`src/rtl/m_lsu_pkg.sv`:
```
`default_nettype none
// ============================================================================
// m_lsu_pkg : shared op codes, FSM encodings and decode helpers for m_lsu
// Revision  : 1.0
// ============================================================================
package m_lsu_pkg;

    localparam logic [3:0] c_op_none = 4'd0;
    localparam logic [3:0] c_op_lw   = 4'd1;
    localparam logic [3:0] c_op_lh   = 4'd2;
    localparam logic [3:0] c_op_lhu  = 4'd3;
    localparam logic [3:0] c_op_lb   = 4'd4;
    localparam logic [3:0] c_op_lbu  = 4'd5;
    localparam logic [3:0] c_op_sw   = 4'd6;
    localparam logic [3:0] c_op_sh   = 4'd7;
    localparam logic [3:0] c_op_sb   = 4'd8;

    localparam logic [1:0] c_st_idle = 2'd0;
    localparam logic [1:0] c_st_wait = 2'd1;
    localparam logic [1:0] c_st_done = 2'd2;

    function automatic logic op_is_load(input logic [3:0] op);
        return (op == c_op_lw) || (op == c_op_lh) || (op == c_op_lhu) ||
               (op == c_op_lb) || (op == c_op_lbu);
    endfunction

    function automatic logic op_is_store(input logic [3:0] op);
        return (op == c_op_sw) || (op == c_op_sh) || (op == c_op_sb);
    endfunction

    function automatic logic op_aligned(input logic [3:0] op, input logic [1:0] lane);
        logic ok;
        ok = 1'b1;
        if ((op == c_op_lw) || (op == c_op_sw))
            ok = (lane == 2'b00);
        else if ((op == c_op_lh) || (op == c_op_lhu) || (op == c_op_sh))
            ok = ~lane[0];
        return ok;
    endfunction

endpackage
`default_nettype wire

```
`src/rtl/m_lsu_ext.sv`:
```
`default_nettype none
// ============================================================================
// m_lsu_ext : little-endian load lane select with sign/zero extension
// Revision  : 1.0
// ============================================================================
module m_lsu_ext
    import m_lsu_pkg::*;
(
    input  logic [31:0] raw,
    input  logic [3:0]  op,
    input  logic [1:0]  lane,
    output logic [31:0] data
);

    logic [15:0] w_half;
    logic [7:0]  w_byte;

    always_comb begin
        w_half = lane[1] ? raw[31:16] : raw[15:0];
        case (lane)
            2'd0:    w_byte = raw[7:0];
            2'd1:    w_byte = raw[15:8];
            2'd2:    w_byte = raw[23:16];
            default: w_byte = raw[31:24];
        endcase

        case (op)
            c_op_lw:  data = raw;
            c_op_lh:  data = {{16{w_half[15]}}, w_half};
            c_op_lhu: data = {16'd0, w_half};
            c_op_lb:  data = {{24{w_byte[7]}}, w_byte};
            c_op_lbu: data = {24'd0, w_byte};
            default:  data = 32'd0;
        endcase
    end

endmodule
`default_nettype wire

```
`src/rtl/m_lsu.sv`:
```
`default_nettype none
// ============================================================================
// m_lsu    : M-stage load/store unit with handshaked, variable-latency memory
// Revision : 1.0
// ============================================================================
module m_lsu
    import m_lsu_pkg::*;
#(
    parameter int ADDR_W   = 32,
    parameter int MAX_WAIT = 15
) (
    input  logic              clk,
    input  logic              reset,
    input  logic              ls_valid,
    input  logic [3:0]        ls_op,
    input  logic [ADDR_W-1:0] ls_addr,
    input  logic [31:0]       ls_wdata,
    output logic              ls_stall,
    output logic              ls_done,
    output logic [31:0]       ls_rdata,
    output logic              exc_adel,
    output logic              exc_ades,
    output logic              exc_bus,
    output logic              mem_req,
    output logic              mem_we,
    output logic [3:0]        mem_be,
    output logic [ADDR_W-1:0] mem_addr,
    output logic [31:0]       mem_wdata,
    input  logic              mem_ack,
    input  logic [31:0]       mem_rdata
);

    // Counter only has to hold values up to MAX_WAIT-1; timeout fires on the step to MAX_WAIT.
    localparam int              CNT_W      = (MAX_WAIT > 1) ? $clog2(MAX_WAIT) : 1;
    localparam logic [CNT_W-1:0] c_cnt_last = CNT_W'((MAX_WAIT > 0) ? MAX_WAIT - 1 : 0);

    logic [1:0]       r_state;
    logic [CNT_W-1:0] r_cnt;
    logic [3:0]       r_op;
    logic [1:0]       r_lane;
    logic             r_bus_err;

    logic [1:0]  w_lane;
    logic        w_load;
    logic        w_store;
    logic        w_aligned;
    logic        w_idle;
    logic        w_accept;
    logic        w_timeout;
    logic [3:0]  w_be;
    logic [31:0] w_wdata;
    logic [31:0] w_ext;

    assign w_lane    = ls_addr[1:0];
    assign w_load    = op_is_load(ls_op);
    assign w_store   = op_is_store(ls_op);
    assign w_aligned = op_aligned(ls_op, w_lane);
    assign w_idle    = (r_state == c_st_idle);
    assign w_accept  = w_idle && ls_valid && (w_load || w_store) && w_aligned;
    assign w_timeout = (MAX_WAIT != 0) && (r_cnt == c_cnt_last);

    assign exc_adel = w_idle && ls_valid && w_load  && !w_aligned;
    assign exc_ades = w_idle && ls_valid && w_store && !w_aligned;
    assign ls_stall = w_accept || (r_state == c_st_wait);
    assign ls_done  = (r_state == c_st_done);
    assign exc_bus  = ls_done && r_bus_err;

    always_comb begin
        w_be    = 4'b0000;
        w_wdata = 32'd0;
        case (ls_op)
            c_op_sw: begin
                w_be    = 4'b1111;
                w_wdata = ls_wdata;
            end
            c_op_sh: begin
                w_be    = w_lane[1] ? 4'b1100 : 4'b0011;
                w_wdata = {2{ls_wdata[15:0]}};
            end
            c_op_sb: begin
                w_be    = 4'b0001 << w_lane;
                w_wdata = {4{ls_wdata[7:0]}};
            end
            default: ;
        endcase
    end

    m_lsu_ext u_ext (
        .raw  (mem_rdata),
        .op   (r_op),
        .lane (r_lane),
        .data (w_ext)
    );

    always_ff @(posedge clk) begin
        if (reset) begin
            r_state   <= c_st_idle;
            r_cnt     <= '0;
            r_op      <= c_op_none;
            r_lane    <= 2'b00;
            r_bus_err <= 1'b0;
            mem_req   <= 1'b0;
            mem_we    <= 1'b0;
            mem_be    <= 4'b0000;
            mem_addr  <= '0;
            mem_wdata <= 32'd0;
            ls_rdata  <= 32'd0;
        end else begin
            case (r_state)
                c_st_idle: begin
                    r_cnt     <= '0;
                    r_bus_err <= 1'b0;
                    if (w_accept) begin
                        r_op      <= ls_op;
                        r_lane    <= w_lane;
                        mem_addr  <= {ls_addr[ADDR_W-1:2], 2'b00};
                        mem_we    <= w_store;
                        mem_be    <= w_be;
                        mem_wdata <= w_wdata;
                        mem_req   <= 1'b1;
                        r_state   <= c_st_wait;
                    end
                end
                c_st_wait: begin
                    // A late ack beats a timeout landing in the same cycle.
                    if (mem_ack) begin
                        mem_req <= 1'b0;
                        if (op_is_load(r_op))
                            ls_rdata <= w_ext;
                        r_state <= c_st_done;
                    end else if (w_timeout) begin
                        mem_req   <= 1'b0;
                        ls_rdata  <= 32'd0;
                        r_bus_err <= 1'b1;
                        r_state   <= c_st_done;
                    end else begin
                        r_cnt <= r_cnt + 1'b1;
                    end
                end
                c_st_done: begin
                    r_cnt   <= '0;
                    r_state <= c_st_idle;
                end
                default: r_state <= c_st_idle;
            endcase
        end
    end

endmodule
`default_nettype wire

```
`config.mk`:
```
export PLATFORM = sky130hd
export DESIGN_NAME = m_lsu
export DESIGN_NICKNAME = d
export VERILOG_FILES = /design/src/rtl/m_lsu_pkg.sv /design/src/rtl/m_lsu_ext.sv /design/src/rtl/m_lsu.sv
export SDC_FILE = /design/constraint.sdc
export NUM_CORES = 1
export LEC_CHECK = 0
export ABC_AREA = 1
export CORE_UTILIZATION = 50
export CTS_BUF_LIST = sky130_fd_sc_hd__clkbuf_8
export CTS_CLUSTER_DIAMETER = 30
export DETAILED_ROUTE_END_ITERATION = 8
export PLACE_DENSITY = 0.89
export SLEW_MARGIN = 20
export SYNTH_ARGS = -nofsm -noshare
export SYNTH_HDL_FRONTEND = slang
export SYNTH_SLANG_ARGS = --single-unit
export TNS_END_PERCENT = 5
```
`constraint.sdc`:
```
create_clock -name clk -period 4 [get_ports clk]
set_input_delay 0.8 -clock clk [delete_from_list [all_inputs] [get_ports clk]]
set_output_delay 0.8 -clock clk [all_outputs]
set_load 0.02 [all_outputs]
```
# == After elaboration in Yosys (flattened, before gate mapping) ==
# Cells that the tools add are included.
# Widths: inputs -> output; s select.
# op_classes
div,0
n_addsub,1
reduce_logical,37
mul,0
eq_ne,24
order_cmp,0
n_mux,25
bitwise_logic,1
shift,1
# op_table
op,n
$pmux 32 s5,1
$mux 32,3
$pmux 32 s3,1
$eq 4x3->1 const B,6
$pmux 8 s3,1
$eq 4x2->1 const B,4
$mux 16,1
$logic_or 1x1->1,15
$mux 4,3
$pmux 4 s3,1
$reduce_and 3->1,4
$eq 4x1->1 const B,2
$eq 4x4->1 const B,2
$logic_and 1x1->1,8
$pmux 4 s2,1
$mux 1,7
$logic_not 2->1,3
$mux 2,3
$ne 2x2->1 const B,3
$reduce_bool 2->1,3
$add 4x1->4 const B,1
$eq 2x1->1 const B,2
$eq 2x2->1 const B,2
$ne 2x1->1 const B,2
8 further kinds,10
# totals
rom_bits,0
latch_bits,0
output_inout_bits,107
reg_bits,113
in_bits,104
ramBits,0
n_memories,0

# == Longest topological paths before layout ==
# Gate-level depths: netlist of the first run.
# depth
depth_word,10
mapped_depth,13

# == Modules after synthesis ==
# From an unflattened synthesis of the first run, not the netlist that was laid out.
# hier_totals
cells_unflattened,906
hier_area_um2,6049.6
# modules_own_cells
module,seq_area_each_um2,area_each_um2,cells_each,instances
m_lsu,2262.2,5153.7,718,1
m_lsu_ext,0.0,895.9,188,1

# == Worst setup path before layout of the first run ==
# OpenSTA, ideal clock, no wires.
# synth_path
path_kind,input-to-output
from,input ls_op[1]
to,output exc_adel
path_slack_ns,1.166
arrival_ns,2.034
path_buffers,3
path_stages,11
path_cell_list,buf_4 > inv_2 > nor2_4 > nand2_4 > nand2_1 > nand2_1 > nand2_1 > inv_2 > buf_6 > buf_2 > nor2_1
# synth_via
elab_chain_len,7
word_cells_on_any_way,19
cone_classes,eq/ne: 7; mux: 2; reduce/logical: 10
# synth_rtl
item,line,source
"start, declared",m_lsu.sv:15,"input logic [3:0] ls_op,"
$eq 4x2->1 or $eq 4x1->1 (tied branches),"m_lsu_pkg.sv:23, m_lsu_pkg.sv:36, m_lsu_pkg.sv:34",
$logic_or 1x1->1 (on tied branches) (2 in a row),"m_lsu_pkg.sv:36, m_lsu_pkg.sv:23",
$mux 1 or $logic_or 1x1->1 (tied branches),"m_lsu_pkg.sv:36, m_lsu_pkg.sv:23",
$mux 1 or $logic_or 1x1->1 (tied branches),"m_lsu_pkg.sv:34, m_lsu_pkg.sv:24",
$logic_not 1->1 or $logic_and 1x1->1 (tied branches),m_lsu.sv:62,assign exc_adel = w_idle && ls_valid && w_load && !w_aligned;
$logic_and 1x1->1 (*),m_lsu.sv:62,
"end, declared",m_lsu.sv:21,"output logic exc_adel,"
# Every way passes the cells marked *; elsewhere a longest branch is shown, timed or not.

# == Worst setup path in the final report of the first run ==
# layout_path
from,input ls_op[2]
to,output ls_stall
# layout_via
elab_chain_len,9
word_cells_on_any_way,23
cone_classes,eq/ne: 8; mux: 2; reduce/logical: 13
# layout_rtl
item,line,source
$eq 4x1->1 or $eq 4x2->1 (tied branches),"m_lsu_pkg.sv:23, m_lsu_pkg.sv:34, m_lsu_pkg.sv:36",
$logic_or 1x1->1 (3 in a row),m_lsu_pkg.sv:23,return (op == c_op_lw) || (op == c_op_lh) || (op == c_op_lhu) ||
$logic_or 1x1->1,m_lsu_pkg.sv:24,(op == c_op_lb) || (op == c_op_lbu);
$logic_or 1x1->1,m_lsu.sv:59,assign w_accept = w_idle && ls_valid && (w_load || w_store) && w_aligned;
$logic_and 1x1->1,m_lsu.sv:59,
$logic_and 1x1->1 (*),m_lsu.sv:59,
$logic_or 1x1->1 (*),m_lsu.sv:64,assign ls_stall = w_accept || (r_state == c_st_wait);
"end, declared",m_lsu.sv:18,"output logic ls_stall,"
# Marked as above.

==> flow_summary.yaml, run 1 <==
cts:
  cts_inserted_buffers: 17
  clk_path_buf_depth: 2
  cts_hold_buf: 0
  cts.clk_slew.worst_paths_ns: 0.08
  cts_setup_buffers: 0
  cts-root-buf: "clkbuf_8"
  cts_max_level: 4
  worstSkewPairLatency_ns: 0.44
  cts_sinks: 113
  cts_tree: "yes"
  cts_resized: 0
cells_and_area:
  fin_util: 0.723
  final_common_cell: "nand2_1"
  area_delta_synth_final_pct: 41.3
  nNetsFinal: 1174
  drive_gt1_frac: 0.0583
  stdcell_area_sq_um: 8220
  final_cell_mix: "nand2_1, clkdlybuf4s50_1, nand3_1, nor2_1, dfxtp_1"
  num_antenna_cells: 0
synthesis:
  syn_avg_cell_area_sq_um: 6.54
  syn_inst: 890
  synth.yosys.warnings: 0
  synth_area_sq_um: 5820
  synth_seq_area_share: 0.389
  yosysUniqueCellTypes: 29
  ys_ff_latch: 113
die:
  rows: 39
  dieWidth_um: 110
  core_area_sq_um: 11400
  io_pins: 211
  die_h_um: 110
  start_util: 0.512
  die_area_sq_um: 12100
routing:
  wire_per_inst_um: 14.2
  firstDrtPassIters: 5
  drt_iter0_drc: 529
  num_vias: 6586
  ant_nets: 0
  postRouteWirelength_mm: 17.3
  drc: 0
  vias_per_cell: 5.38
placed_design:
  place_area_sq_um: 7830
  dp_hpwl_mm: 11.9
  place_congestion: 0.892
  portBuffers: 208
run_status:
  status: "complete, no violations"
worst_setup_path:
  cp_max_fo: 14
  required_ns: 3.20
  path_class: "primary input to output pin"
  end_kind: "output pin"
  crit_chain: "clkdlybuf4s50_1, inv_2, nor2_4, nand2_2, o21ai_1, nand2_1, nand2_2, nand2_2, o21ai_0, clkdlybuf4s50_1"
  crit_path_frequent_cell: "nand2_2"
  worst_path_max_delay_cell: "clkdlybuf4s50_1"
  critPathMaxStageDelay_ns: 0.63
  crit_arrival_ns: 2.93
  start_kind: "primary input"
sta:
  setup_tns_ns: 0
  final-hold-violation-count: 0
  skew_ns: 0.00927
  maxSlewHeadroom: 0.353
  rsz0062_at_grt: "no"
  fin_crit_ns: 3.73
  setup_viol: 0
  min_period_over_period: 0.932
  fmax_mhz: 268
  tightest_slew_ns: 0.969
  slew_violations: 0
grt:
  grt_max_degree: 74
  grt_pass1_wl_mm: 27.6
  grt_pass1_vias: 5973
  antenna_found_initial: 0
  track_usage: 0.293
  grt_remaining_overflow: 0
worst_hold_path:
  hold_path.class: "flop to flop"
pwr:
  powerDensity_nw_per_um2: 352
  ir_drop_v: 0.000204
  p_leak_nw: 3.32
run:
  drv_cap: 0
[layer usage]
| layer | track usage | wire length, um | vias up |
|---|---|---|---|
| li1 | - | - | 3262 |
| met1 | 0.348 | 7070 | 2996 |
| met2 | 0.490 | 8260 | 279 |
| met3 | 0.0812 | 1470 | 49 |
| met4 | 0.133 | 531 | 0 |
| met5 | 0 | 0 | - |
[cells in the mapped netlist, drive strengths merged]
cell type  instances  area [sq um]
nor3b              1          7.51
or2                4          25.0
nor2             122           488
o21ai             20           100
ha                 2          25.0
a211oi             1          7.51
nand3            134           671
inv               40           150
clkinv             1          3.75
nor3               7          35.0
nand2            257           985
a21oi             89           445
o211ai             2          15.0
clkbuf            21          78.8
a31oi              1          6.26
dfxtp            113          2260
and3               3          18.8
buf               38           248
conb               1          3.75
nand3b            30           225
nand4              3          18.8
[logic make-up (layout without fill, tap and decap cells)]
| group | Yosys count | in the layout | synth area share |
|---|---|---|---|
| DFF | 113 | 113 | 0.389 |
| AOI/OAI and AO/OA | 113 | 113 | 0.0987 |
| and+or+nand+nor | 561 | 561 | 0.425 |
| buffers and inverters | 100 | 290 | 0.0826 |
| other | 1 | 2 | 0.000644 |
| adders and majority gates | 2 | 2 | 0.00430 |
[area by class of cell]
| type | instances | area, sq um |
|---|---|---|
| clock buffers | 17 | 234 |
| clock inverters | 15 | 163 |
| fillers | 956 | 3150 |
| inverters | 41 | 154 |
| multi-input cells | 678 | 3090 |
| flip-flops and latches | 113 | 2260 |
| well taps | 143 | 179 |
| repair buffers | 217 | 2140 |
[sequential cells by signal, indices dropped and copies added, names as in the netlist]
| signal | flops |
|---|---|
| mem_be | 4 |
| mem_req | 1 |
| r_lane | 2 |
| mem_wdata | 32 |
| r_bus_err | 1 |
| ls_rdata | 32 |
| r_state | 2 |
| mem_addr | 30 |
| mem_we | 1 |
| r_cnt | 4 |
| r_op | 4 |
[path summary, 6_finish.rpt]
| check | from | to | slack, ns | cells past startpoint |
|---|---|---|---|---|
| max | ls_op[2] | ls_stall | 0.27 | 10 |
| max reg2reg | r_lane[1]$_SDFFE_PP0P_ | ls_rdata[26]$_SDFFE_PP0P_ | 1.51 | 7 |
| min | mem_wdata[15]$_SDFFE_PP0P_ | mem_wdata[15]$_SDFFE_PP0P_ | 0.46 | 2 |
| min reg2reg | mem_wdata[15]$_SDFFE_PP0P_ | mem_wdata[15]$_SDFFE_PP0P_ | 0.46 | 2 |
[critical path, delay by kind of cell]
| kind | cells | cell delay, ns |
|---|---|---|
| simple gates | 5 | 0.65 |
| compound gates | 2 | 0.20 |
| buf+inv | 3 | 1.26 |
[power breakdown]
part / switching, mW / internal [mW] / leakage [nW]
Clock: 0.510 / 0.557 / 0.181
Sequential: 0.0375 / 1.17 / 0.918
Combinational: 0.345 / 0.268 / 2.22
Total: 0.892 / 2.00 / 3.32
[per-stage QoR]
step	cells	worst slack, ns	hold slack (ns)	power, mW
after floorplan	891	1.17	0.463	1.59
after global placement	1192	0.322	0.446	1.84
after detailed placement	1192	0.294	0.453	1.84
after CTS	1224	0.273	0.466	2.91
after global routing	1224	0.0672	0.484	3.04
final	1224	0.272	0.463	2.89
Power figures use the tool's default switching activity.
==> run 2, diff against run 1 <==
CORE_UTILIZATION = 35   (was 50)
PLACE_DENSITY = 0.66   (was 0.89)
==> run 2 against run 1 <==
  * Non-clock buffer count did not move
  * Clock skew rose by 0.0016 ns
  * Sequential power barely moved
  * Flip-flop and latch count did not move
  * Register-to-register slack got worse by 0.04 ns
  * Combinational power barely moved
  * Worst setup slack improved by 0.018 ns
  * Clock power rose by 14%
  * Largest power group is now the clock network
  * Sequential share of layout area fell by 0.45 points
==> flow_summary.yaml, run 2 (synthesized netlist as in run 1, its figures left out) <==
grt:
  grt_remaining_overflow: 0
  grt_max_degree: 74
  grt_pass1_vias: 5814
  antenna_found_initial: 1
  track_usage: 0.219
  grt_pass1_wl_mm: 29.3
worst_setup_path:
  cp_max_fo: 11
  path_class: "primary input to output pin"
  crit_path_frequent_cell: "nand2_2"
  critPathMaxStageDelay_ns: 0.62
  critPathTopFamily: "buffers and inverters"
  rr_endpoint: "ls_rdata[26]$_SDFFE_PP0P_"
  crit_arrival_ns: 2.91
  end_kind: "output pin"
  r2r-start: "r_lane[1]$_SDFFE_PP0P_"
  worst_path_max_delay_cell: "clkdlybuf4s50_1"
  start_kind: "primary input"
  regToRegSetupSlack_ns: 1.47
  path_buf_inv: 3
  crit_chain: "clkdlybuf4s50_1, inv_2, nor2_4, nand2_2, o21ai_1, nand2_1, nand2_2, nand2_2, o21ai_0, clkdlybuf4s50_1"
  reg2reg_depth: 7
  required_ns: 3.20
cells_and_area:
  n_fill_cell: 1619
  final_common_cell: "nand2_1"
  drive_gt1_frac: 0.0564
  final_cell_mix: "nand2_1, clkdlybuf4s50_1, nand3_1, nor2_1, dfxtp_1"
  largestRegisters: "ls_rdata (32), mem_wdata (32), mem_addr (30)"
  num_antenna_cells: 0
  nNetsFinal: 1174
  area_delta_synth_final_pct: 43.7
pwr:
  total_power_mw: 3.05
  powerDensity_nw_per_um2: 365
  ir_drop_v: 0.000176
  p_leak_nw: 3.38
sta:
  min_period_over_period: 0.927
  worst_slack_ns: 0.290
  setup_tns_ns: 0
  rsz0062_at_grt: "no"
  slew_violations: 0
  tightest_slew_ns: 0.939
  fmax_mhz: 270
  final-hold-violation-count: 0
  fin_crit_ns: 3.71
  maxSlewHeadroom: 0.373
  skew_ns: 0.0109
  setup_viol: 0
die:
  core_area_sq_um: 16100
  die_h_um: 131
  dieWidth_um: 131
  rows: 46
  start_util: 0.362
  io_pins: 211
  die_area_sq_um: 17100
placed_design:
  place_ws_ns: 0.293
  dp_hpwl_mm: 12.8
  place_congestion: 0.868
  portBuffers: 208
routing:
  num_vias: 6445
  wire_per_inst_um: 14.4
  vias_per_cell: 4.97
  drc: 0
  postRouteWirelength_mm: 18.7
  drt_iter0_drc: 437
  firstDrtPassIters: 5
  ant_nets: 0
worst_hold_path:
  holdCritStartpoint: "mem_be[1]$_SDFFE_PP0P_"
  hold_path.class: "flop to flop"
  hold_end: "mem_be[1]$_SDFFE_PP0P_"
  whs_path_depth: 2
cts:
  clk_path_buf_depth: 2
  cts_inserted_buffers: 17
  cts_tree: "yes"
  cts.clk_slew.worst_paths_ns: 0.07
  cts_max_level: 4
  cts_setup_buffers: 0
  cts_sinks: 113
  cts_resized: 0
  cts_hold_buf: 0
  worstSkewPairLatency_ns: 0.44
  cts-root-buf: "clkbuf_8"
run_status:
  status: "complete, no violations"
run:
  drv_cap: 0
[run 2: changes by cell type in the layout (fill, tap and decap cells not counted)]
cell / previous run / this run
clkinv_2: 1 / 6
clkinvlp_4: 6 / 1
clkinv_4: 4 / 0
bufinv_16: 2 / 5
inv_1: 34 / 36
inv_6: 2 / 0
clkbuf_8: 17 / 18
[run 2: stage by stage]
stage	hold slack, ns	instance area, sq um	util	instances
finish	0.461	8360	0.521	1297
floorplan	0.463	5820	-	891
global placement	0.449	7920	0.493	1265
CTS	0.464	8360	0.521	1297
detailed placement	0.454	7920	0.493	1265
global route	0.478	8360	0.521	1297
[run 2: worst max path at each step]
| stage | slack, ns | from | depth (start not counted) | end |
|---|---|---|---|---|
| floorplan | 1.17 | ls_op[1] | 11 | exc_adel |
| global placement | 0.33 | ls_op[2] | 10 | ls_stall |
| detailed placement | 0.29 | ls_op[2] | 10 | ls_stall |
| CTS | 0.29 | ls_op[2] | 10 | ls_stall |
| global route | 0.16 | ls_op[2] | 10 | ls_stall |
| finish | 0.29 | ls_op[2] | 10 | ls_stall |
[run 2: final cells by class]
cell class	count	area [sq um]	area share
inverter	41	154	0.0184
multi-input combinational	678	3090	0.369
sequential	113	2260	0.271
clock buffer	18	248	0.0296
timing repair buffer	217	2140	0.257
tap	216	270	0.0323
clock inverter	14	195	0.0233
[run 2: metal layers]
layer	up-vias	track usage	wire length [um]
met3	33	0.0647	1410
met1	2927	0.277	8410
met4	0	0.0974	465
met2	226	0.346	8420
li1	3259	-	-
met5	-	0	0
[run 2: power by group]
part / switching (mW) / internal [mW] / total [mW]
clock network: 0.475 / 0.747 / 1.22
registers: 0.0370 / 1.18 / 1.21
logic: 0.347 / 0.268 / 0.615
[run 2: tightest hold or removal path: stages, from the launching register on]
cell	delay [ns]
dfxtp_1	0.31
nand2_1	0.06
a21oi_1	0.05
==> run 3, diff against run 2 <==
PLACE_DENSITY = 0.63   (was 0.66)
==> run 3 against run 2 <==
  * Register-to-register slack better by 0.02 ns
  * Critical endpoint unchanged
  * Global-route usage is 0.17 points lower
  * Core utilization is 0.27 points lower
  * Highest routed layer unchanged
  * Sequential share of layout area is 0.14 points higher
  * Worst setup slack better by 0.0057 ns
  * Die area stayed put
  * Non-clock buffer count stayed put
  * Wire length is 1.6% lower
  * Critical path depth stayed put
  * Clock power is 11% lower
  * Via count is 0.79% lower
  * Clock-buffer cell count is 1 higher
  * Largest cell class unchanged
==> flow_summary.yaml, run 3 (synthesized netlist as in run 1, its figures left out) <==
run_status:
  status: "complete, no violations"
placed_design:
  place_area_sq_um: 7920
  dp_hpwl_mm: 12.9
  place_ws_ns: 0.276
  place_congestion: 0.840
  portBuffers: 208
worst_setup_path:
  r2r-start: "r_lane[1]$_SDFFE_PP0P_"
  start_kind: "primary input"
  worst_path_max_delay_cell: "clkdlybuf4s50_1"
  regToRegSetupSlack_ns: 1.49
  reg2reg_depth: 7
  required_ns: 3.20
  path_class: "primary input to output pin"
  end_kind: "output pin"
  crit_arrival_ns: 2.90
  crit_path_frequent_cell: "nand2_2"
  rr_endpoint: "ls_rdata[18]$_SDFFE_PP0P_"
  critPathMaxStageDelay_ns: 0.62
  cp_max_fo: 13
  crit_chain: "clkdlybuf4s50_1, inv_2, nor2_4, nand2_2, o21ai_1, nand2_1, nand2_2, nand2_2, o21ai_0, clkdlybuf4s50_1"
sta:
  worst_slack_ns: 0.296
  setup_tns_ns: 0
  slew_violations: 0
  final-hold-violation-count: 0
  fmax_mhz: 270
  tightest_slew_ns: 0.959
  maxSlewHeadroom: 0.360
  rsz0062_at_grt: "no"
  fin_crit_ns: 3.70
  setup_viol: 0
  min_period_over_period: 0.926
  skew_ns: 0.00821
grt:
  grt_pass1_vias: 5878
  antenna_found_initial: 0
  grt-busiest-layer: "met2"
  met1_usage: 0.272
  track_usage: 0.218
  grt_use_met2: 0.365
  grt_max_degree: 74
  grt_remaining_overflow: 0
  grt_util_met3: 0.0586
  grt_pass1_wl_mm: 29.0
cells_and_area:
  final_common_cell: "nand2_1"
  nNetsFinal: 1174
  final_cell_mix: "nand2_1, clkdlybuf4s50_1, nand3_1, nor2_1, dfxtp_1"
  largestRegisters: "ls_rdata (32), mem_wdata (32), mem_addr (30)"
  num_antenna_cells: 0
  stdcell_area_sq_um: 8320
  drive_gt1_frac: 0.0583
  area_delta_synth_final_pct: 42.9
routing:
  drc: 0
  vias_per_cell: 4.93
  ant_nets: 0
  postRouteWirelength_mm: 18.4
  num_vias: 6394
  drt_iter0_drc: 454
  firstDrtPassIters: 5
  wire_per_inst_um: 14.2
cts:
  cts_setup_buffers: 0
  cts.clk_slew.worst_paths_ns: 0.07
  cts_inserted_buffers: 17
  cts-root-buf: "clkbuf_8"
  cts_hold_buf: 0
  worstSkewPairLatency_ns: 0.43
  cts_sinks: 113
  cts_tree: "yes"
  cts_max_level: 4
  clk_path_buf_depth: 2
  cts_resized: 0
die:
  start_util: 0.362
  rows: 46
  core_area_sq_um: 16100
  die_area_sq_um: 17100
  dieWidth_um: 131
  die_h_um: 131
  io_pins: 211
worst_hold_path:
  holdCritStartpoint: "mem_we$_SDFFE_PP0P_"
  hold_path.class: "flop to flop"
  hold_end: "mem_we$_SDFFE_PP0P_"
  whs_path_depth: 2
pwr:
  total_power_mw: 2.90
  powerDensity_nw_per_um2: 349
  ir_drop_v: 0.000186
  p_leak_nw: 3.33
run:
  drv_cap: 0
run 3: cell count changes in the layout (fill, tap and decap cells not counted), sizes merged:
cell and change:
clkinvlp +5, bufinv -3, inv -2, clkbuf +1, clkinv -1
run 3: worst max-delay path: cells and delay by family:
kind | cells | cell delay, ns
and+or+nand+nor | 5 | 0.63
AOI/OAI and AO/OA | 2 | 0.21
buffers and inverters | 3 | 1.26
run 3: how the worst max path moves through the flow:
stage	from	end	slack, ns
3_3_place_gp	ls_op[2]	ls_stall	0.32
3_5_place_dp	ls_op[2]	ls_stall	0.28
6_report	ls_op[2]	ls_stall	0.30
2_1_floorplan	ls_op[1]	exc_adel	1.17
4_1_cts	ls_op[2]	ls_stall	0.27
5_1_grt	ls_op[2]	ls_stall	0.12
run 3: metal layers:
| layer | up-vias | part of all wire |
|---|---|---|
| li1 | 3255 | - |
| met2 | 215 | 0.47 |
| met3 | 23 | 0.068 |
| met4 | 0 | 0.013 |
| met5 | - | 0 |
| met1 | 2901 | 0.45 |
run 3: area by class of cell:
| class | instances | area (sq um) |
|---|---|---|
| fillers | 1644 | 7740 |
| multi-input cells | 678 | 3090 |
| flip-flops and latches | 113 | 2260 |
| well taps | 216 | 270 |
| repair buffers | 217 | 2140 |
| clock buffers | 19 | 262 |
| inverters | 41 | 154 |
| clock inverters | 13 | 138 |
run 3: power breakdown:
part	internal, mW	switching (mW)
logic	0.268	0.345
clock network	0.583	0.493
registers	1.18	0.0369
total	2.03	0.875
run 3: per-stage QoR:
stage / hold WS, ns / std cells / util
2_1_floorplan: 0.463 / 891 / -
3_3_place_gp: 0.449 / 1265 / 0.493
3_5_place_dp: 0.453 / 1265 / 0.493
4_1_cts: 0.462 / 1297 / 0.518
5_1_grt: 0.478 / 1297 / 0.518
6_report: 0.460 / 1297 / 0.518
